### config.mk
export PLATFORM = sky130hd
export DESIGN_NAME = xor2_stim_dwell_cnt
export DESIGN_NICKNAME = d
export VERILOG_FILES = /design/src/rtl/xor2_stim_dwell_cnt.sv
export SDC_FILE = /design/constraint.sdc
export NUM_CORES = 1
export LEC_CHECK = 0
export CORE_AREA = 2 2 39 41
export CTS_BUF_LIST = sky130_fd_sc_hd__clkbuf_16
export CTS_CLUSTER_DIAMETER = 100
export CTS_CLUSTER_SIZE = 10
export DETAILED_ROUTE_END_ITERATION = 10
export DIE_AREA = 0 0 41 43
export PLACE_DENSITY = 0.39
export RECOVER_POWER = 100
export SLEW_MARGIN = 30
export SYNTH_ARGS = -nofsm -noshare
export SYNTH_HDL_FRONTEND = slang
export SYNTH_SLANG_ARGS = --single-unit
### constraint.sdc
create_clock -name clk -period 1.2 [get_ports clk]
set_input_delay 0.24 -clock clk [delete_from_list [all_inputs] [get_ports clk]]
set_output_delay 0.24 -clock clk [all_outputs]
set_load 0.01 [all_outputs]
### src/rtl/xor2_stim_dwell_cnt.sv
// Dwell counter: counts cycles a vector has been held, flags the last one.
module xor2_stim_dwell_cnt #(
    parameter int DWELL = 20
) (
    input  logic clk,
    input  logic rst_n,
    input  logic clr_i,
    input  logic en_i,
    output logic tc_o
);

    localparam int CNT_W = (DWELL > 2) ? $clog2(DWELL) : 1;

    logic [CNT_W-1:0] cnt_q;
    logic [CNT_W-1:0] cnt_d;

    always_comb begin
        cnt_d = cnt_q;
        if (clr_i) begin
            cnt_d = '0;
        end else if (en_i) begin
            cnt_d = cnt_q + CNT_W'(1);
        end
    end

    // NOTE: sequential state uses non-blocking assignments so every register
    // samples the pre-edge values, independent of block ordering.
    always_ff @(posedge clk or negedge rst_n) begin
        if (!rst_n) begin
            cnt_q <= '0;
        end else begin
            cnt_q <= cnt_d;
        end
    end

    assign tc_o = (cnt_q == CNT_W'(DWELL - 1));

endmodule

==> metrics.cfg, run 1 <==
[outcome]
status = finished, violations left
violations = negative setup slack

[place]
gp_congestion = 0.755
placement.cell_area_um2 = 383
port-buffer-count = 4
dp.cells = 51
dp_hpwl_um = 468

[layout]
multi_input_area_um2 = 133
layout.nets = 47
finish.cell_count_without_fillers = 57
largest_register_ffs = 5
final_standard_cell_area_without_fillers_um2 = 474
mostFrequentLayoutCells = sky130_fd_sc_hd__buf_4 (9), sky130_fd_sc_hd__dfrtp_1 (5), sky130_fd_sc_hd__nor2_1 (4)
layout.area.seq_um2 = 125
area.growth.synth_to_final_pct = 80.5
postLayoutCoreUtil = 0.343
largest-register = cnt_q
layout_top_registers = cnt_q (5)
antenna_cells_inserted = 0
fillCellCount = 154
final_layout_size_suffix_gt1_frac = 0.390
mostFrequentLayoutCell = sky130_fd_sc_hd__buf_4

[cts]
cts.path.max_buffers = 2
clock-sinks = 5
cts_inserted_buffers = 3
holdBufCountCts = 0
cts.htree.levels = 1
tritoncts = yes
path_clk_slew_ps = 40
clock-root-buffer = sky130_fd_sc_hd__clkbuf_16
clock_insertion_delay_at_the_later_pin_of_the_skew_report_ps = 230

[die]
io-pin-count = 5
floorplan.initialDensity = 0.190
die_width_um = 41
core_area_um2 = 1380
die-area_um2 = 1760
rows = 14
die_h_um = 43

[grt]
grt_overflow_total = 0
grt_pass1_vias = 262
grt_pass1_wl_mm = 1.02
grt_start_max_net_pins = 6
antenna_found_initial = 0
groute.usage.overall = 0.0971

[route]
drt_pre_antenna_iters = 2
routedWlPerCell_um = 11.8
avgViaCountPerCell = 4.32
drt_iter0_drcs = 2
antenna_violating_nets_post_route = 0
wirelength_um = 674
drc = 0
vias = 246

[timing]
number_of_hold_violations_in_the_final_report = 0
final_max_slew_viol_count = 0
finClkSkew_ps = 6.66
fin_crit_sh = 1.14
slew_headroom = 0.833
worstMarginPinSlew_ps = 250
fin_ws_ps = -164
rsz0062_at_grt = yes
timing.setup.tns_ps = -297
fmax_mhz = 733
setup_violations = 2
finalCriticalPeriod_ps = 1360

[yosys]
xor_xnor_share_of_the_synthesized_area = 0.0333
synth-simple-area-share = 0.219
synth.cell_area_um2 = 263
avgSynthCellArea_um2 = 11.4
yosys.area_share.adder = 0.0476
synth.net_count = 28
combinational_family_with_the_most_area_after_synthesis = simple AND/OR/NAND/NOR gates
yosysSeqAreaShare = 0.476
yosysUniqueCellTypes = 14
synth_warnings = 0
synth_compound_gate_area_share = 0.0571
netlist_instances = 23
ys_seq_elements = 5
synth.area.mux_share = 0.138

[critical_path]
worstSetupPathType = reg2out
worst_setup_path_start_kind = flop
regToRegSetupSlack_ps = -130
critical_path.slowest_cell = sky130_fd_sc_hd__dfrtp_1
timing.critical_path.fanout_max = 2
cell_by_cell_listing_of_the_critical_path = ha_2 -> nor4bb_1 -> buf_2
crit_required_ps = 960
worst_path_largest_cell_delay_ps = 350
endpoint_kind = output pin
cpLargestDelayFamily = flip-flops
critical_path_arrival_ps = 1120
timing.critical_path.buf_inv = 1

[power_and_ir_drop]
power_density_nw_per_um2 = 1680
fin_total_pwr_mw = 0.795
ir_drop_mv = 0.835
p_leak_nw = 0.233

[job]
maxCapViolations = 0

[min_path]
min_path_type = in2async

path summary, 6_finish.rpt:
kind,start,endpoint,depth (start not counted)
min in group clk,cnt_q[0]$_DFFE_PN0P_,cnt_q[0]$_DFFE_PN0P_,3
worst max-delay path,cnt_q[1]$_DFFE_PN0P_,tc_o,3
max in group asynchronous,rst_n,cnt_q[0]$_DFFE_PN0P_,1
worst min register to register,cnt_q[0]$_DFFE_PN0P_,cnt_q[0]$_DFFE_PN0P_,3
worst max register to register,cnt_q[1]$_DFFE_PN0P_,cnt_q[4]$_DFFE_PN0P_,5
worst min-delay path,rst_n,cnt_q[2]$_DFFE_PN0P_,1
per-layer routing:
layer | share of wire | vias to the layer above | global-route usage | wire (um)
li1 | - | 120 | - | -
met1 | 0.35 | 120 | 0.0921 | 236
met2 | 0.56 | 6 | 0.138 | 380
met3 | 0.085 | 0 | 0.0942 | 57
met4 | 0 | 0 | 0.0400 | 0
met5 | 0 | - | 0 | 0
power breakdown:
part	internal (mW)	leakage, nW	switching, mW
clock network	0.432	0.0423	0.117
logic	0.0391	0.122	0.0262
registers	0.177	0.0683	0.00464
metrics by stage:
stage,setup WS (ps),hold WS (ps)
floorplan,5.18,-55.6
global placement,-328,492
detailed placement,-329,482
CTS,-146,243
global route,-198,336
finish,-164,309
layout make-up:
class / instances / area share
Clock buffer: 3 / 0.158
Clock inverter: 1 / 0.00792
Timing Repair Buffer: 15 / 0.248
Multi-Input combinational cell: 17 / 0.280
Tap cell: 16 / 0.0422
Sequential cell: 5 / 0.264
repair_timing:
| item | in CTS | in global routing |
|---|---|---|
| buffers inserted | 0 | 2 |
| pin swaps | 1 | 1 |
| resized for setup | 5 | 2 |
| endpoints found under the setup margin | 2 | 2 |
synth_stat cells:
cell type,n,area (um2)
sky130_fd_sc_hd__nor2b_1,2,12.5
sky130_fd_sc_hd__xnor2_1,1,8.76
sky130_fd_sc_hd__mux2i_1,1,10.0
sky130_fd_sc_hd__nand3b_1,1,7.51
sky130_fd_sc_hd__a21bo_1,1,10.0
sky130_fd_sc_hd__buf_4,1,7.51
sky130_fd_sc_hd__a21oi_1,1,5.00
sky130_fd_sc_hd__mux2_1,1,11.3
sky130_fd_sc_hd__nand4_1,2,12.5
sky130_fd_sc_hd__dfrtp_1,5,125
sky130_fd_sc_hd__nor4bb_1,1,10.0
sky130_fd_sc_hd__ha_1,1,12.5
sky130_fd_sc_hd__nor2_1,4,15.0
sky130_fd_sc_hd__mux2_4,1,15.0
logic make-up after synthesis:
kind of cell | after synthesis
xor+xnor | 1
fa+ha+maj | 1
simple gates | 10
buf+inv | 1
compound gates | 2
mux | 3
flops | 5
Note: power is estimated with default switching activity, not from simulation.
==> inputs of run 2 (changes only) <==
- PLACE_DENSITY: 0.39 -> 0.37
- clock period: 1.2 -> 1.3 ns (I/O delays scaled with it)
==> metrics.cfg, run 2 (synthesis results as in run 1) <==
[grt]
grt_overflow_total = 0
grt_start_max_net_pins = 7
grt.met3_usage = 0.0628
global_route.usage.met2 = 0.116
globalRouteMet1Util = 0.0939
antenna_found_initial = 0
grt_pass1_vias = 220
grt_pass1_wl_um = 931
grt_most_used_layer = met2
groute.usage.overall = 0.0936

[layout]
largest-register = cnt_q
antenna_cells_inserted = 0
final_layout_size_suffix_gt1_frac = 0.359
mostFrequentLayoutCells = sky130_fd_sc_hd__buf_4 (8), sky130_fd_sc_hd__dfrtp_1 (5), sky130_fd_sc_hd__nor2_1 (4)
area.growth.synth_to_final_pct = 74.8
mostFrequentLayoutCell = sky130_fd_sc_hd__buf_4
layout_top_registers = cnt_q (5)
largest_register_ffs = 5
layout.nets = 45
postLayoutCoreUtil = 0.332

[job]
maxCapViolations = 0

[power_and_ir_drop]
clkPwrFrac = 0.697
power_density_nw_per_um2 = 1570
internal_power_mw = 0.592
p_leak_nw = 0.224
ir_drop_mv = 0.698
fin_total_pwr_mw = 0.722
p_switching_mw = 0.130
combPwrFrac = 0.072
switching_share_of_total_power = 0.180
seq_power_share = 0.231

[cts]
cts.path.max_buffers = 2
path_clk_slew_ps = 30
clock_insertion_delay_at_the_later_pin_of_the_skew_report_ps = 230
cts.htree.levels = 1
cts_inserted_buffers = 3
clock-root-buffer = sky130_fd_sc_hd__clkbuf_16
holdBufCountCts = 0
tritoncts = yes
clock-sinks = 5
cts_setup_buffers = 0

[critical_path]
critical_path.reg2reg.startpoint = cnt_q[0]$_DFFE_PN0P_
crit_required_ps = 1040
timing.critical_path.fanout_max = 2
endpoint_kind = output pin
critical_path_arrival_ps = 1110
critPathLaunch = cnt_q[0]$_DFFE_PN0P_
worstSetupPathType = reg2out
worst_setup_path_start_kind = flop

[timing]
timing.setup.tns_ps = -66.0
final_max_slew_viol_count = 0
worstMarginPinSlew_ps = 276
fin_crit_sh = 1.05
rsz0062_at_grt = yes
slew_headroom = 0.815
finalCriticalPeriod_ps = 1370
finClkSkew_ps = 2.16
number_of_hold_violations_in_the_final_report = 0
fin_ws_ps = -66.0
setup_violations = 1
fmax_mhz = 732

[route]
antenna_violating_nets_post_route = 0
drt_pre_antenna_iters = 4
wirelength_um = 595
avgViaCountPerCell = 4.07
drt_iter0_drcs = 5
drc = 0
vias = 224
routedWlPerCell_um = 10.8

[place]
dp_hpwl_um = 469
gp_congestion = 0.790
port-buffer-count = 4

[outcome]
status = finished, violations left
violations = negative setup slack

[die]
die_width_um = 41
die_h_um = 43
core_area_um2 = 1380
floorplan.initialDensity = 0.190
die-area_um2 = 1760
rows = 14
io-pin-count = 5

[min_path]
min_path_type = in2async

## run 2: cell type report
cell class	count	area, um2
fillers	142	925
clock buffers	3	75.1
multi-input cells	17	136
repair buffers	13	98.8
well taps	16	20.0
flip-flops and latches	5	125
clock inverters	1	3.75
## run 2: power groups by stage
stage	combinational [mW]	clock [mW]	sequential, mW
2_1_floorplan	0.0202	0	0.170
3_3_place_gp	0.0549	0	0.168
3_5_place_dp	0.0556	0	0.168
4_1_cts	0.0561	0.514	0.166
5_1_grt	0.0595	0.522	0.167
6_report	0.0521	0.504	0.167
## run 2: critical path, stage by stage, from the launching register on
cell and delay (ps):
sky130_fd_sc_hd__dfrtp_1 370, sky130_fd_sc_hd__ha_1 210, sky130_fd_sc_hd__nor4bb_2 170, sky130_fd_sc_hd__buf_2 130
## run 2: worst paths after layout
kind / to / slack (ps) / cells after the start
max reg2reg: cnt_q[4]$_DFFE_PN0P_ / 50 / 4
min: cnt_q[2]$_DFFE_PN0P_ / 340 / 1
min in group clk: cnt_q[1]$_DFFE_PN0P_ / 620 / 3
max: tc_o / -70 / 3
min reg2reg: cnt_q[1]$_DFFE_PN0P_ / 620 / 3
max in group asynchronous: cnt_q[3]$_DFFE_PN0P_ / 740 / 1
## run 2: layer usage
layer	routed length, um	share of wire
met1	249	0.42
met5	0	0
met4	30	0.050
met3	43	0.072
met2	272	0.46
## run 2: what timing repair did
item	4_1_cts	5_1_grt
endpoints found under the setup margin	1	1
hold endpoints to repair	0	0
resized for setup	5	0
## run 2: through the flow
stage / hold WS (ps) / cells / instance area [um2] / setup slack, ps
3_5_place_dp: 520 / 51 / 383 / -273
6_report: 343 / 55 / 459 / -66.0
3_3_place_gp: 511 / 51 / 383 / -234
2_1_floorplan: -35.6 / 23 / 263 / 85.2
4_1_cts: 279 / 55 / 463 / -70.4
5_1_grt: 369 / 55 / 459 / -95.4
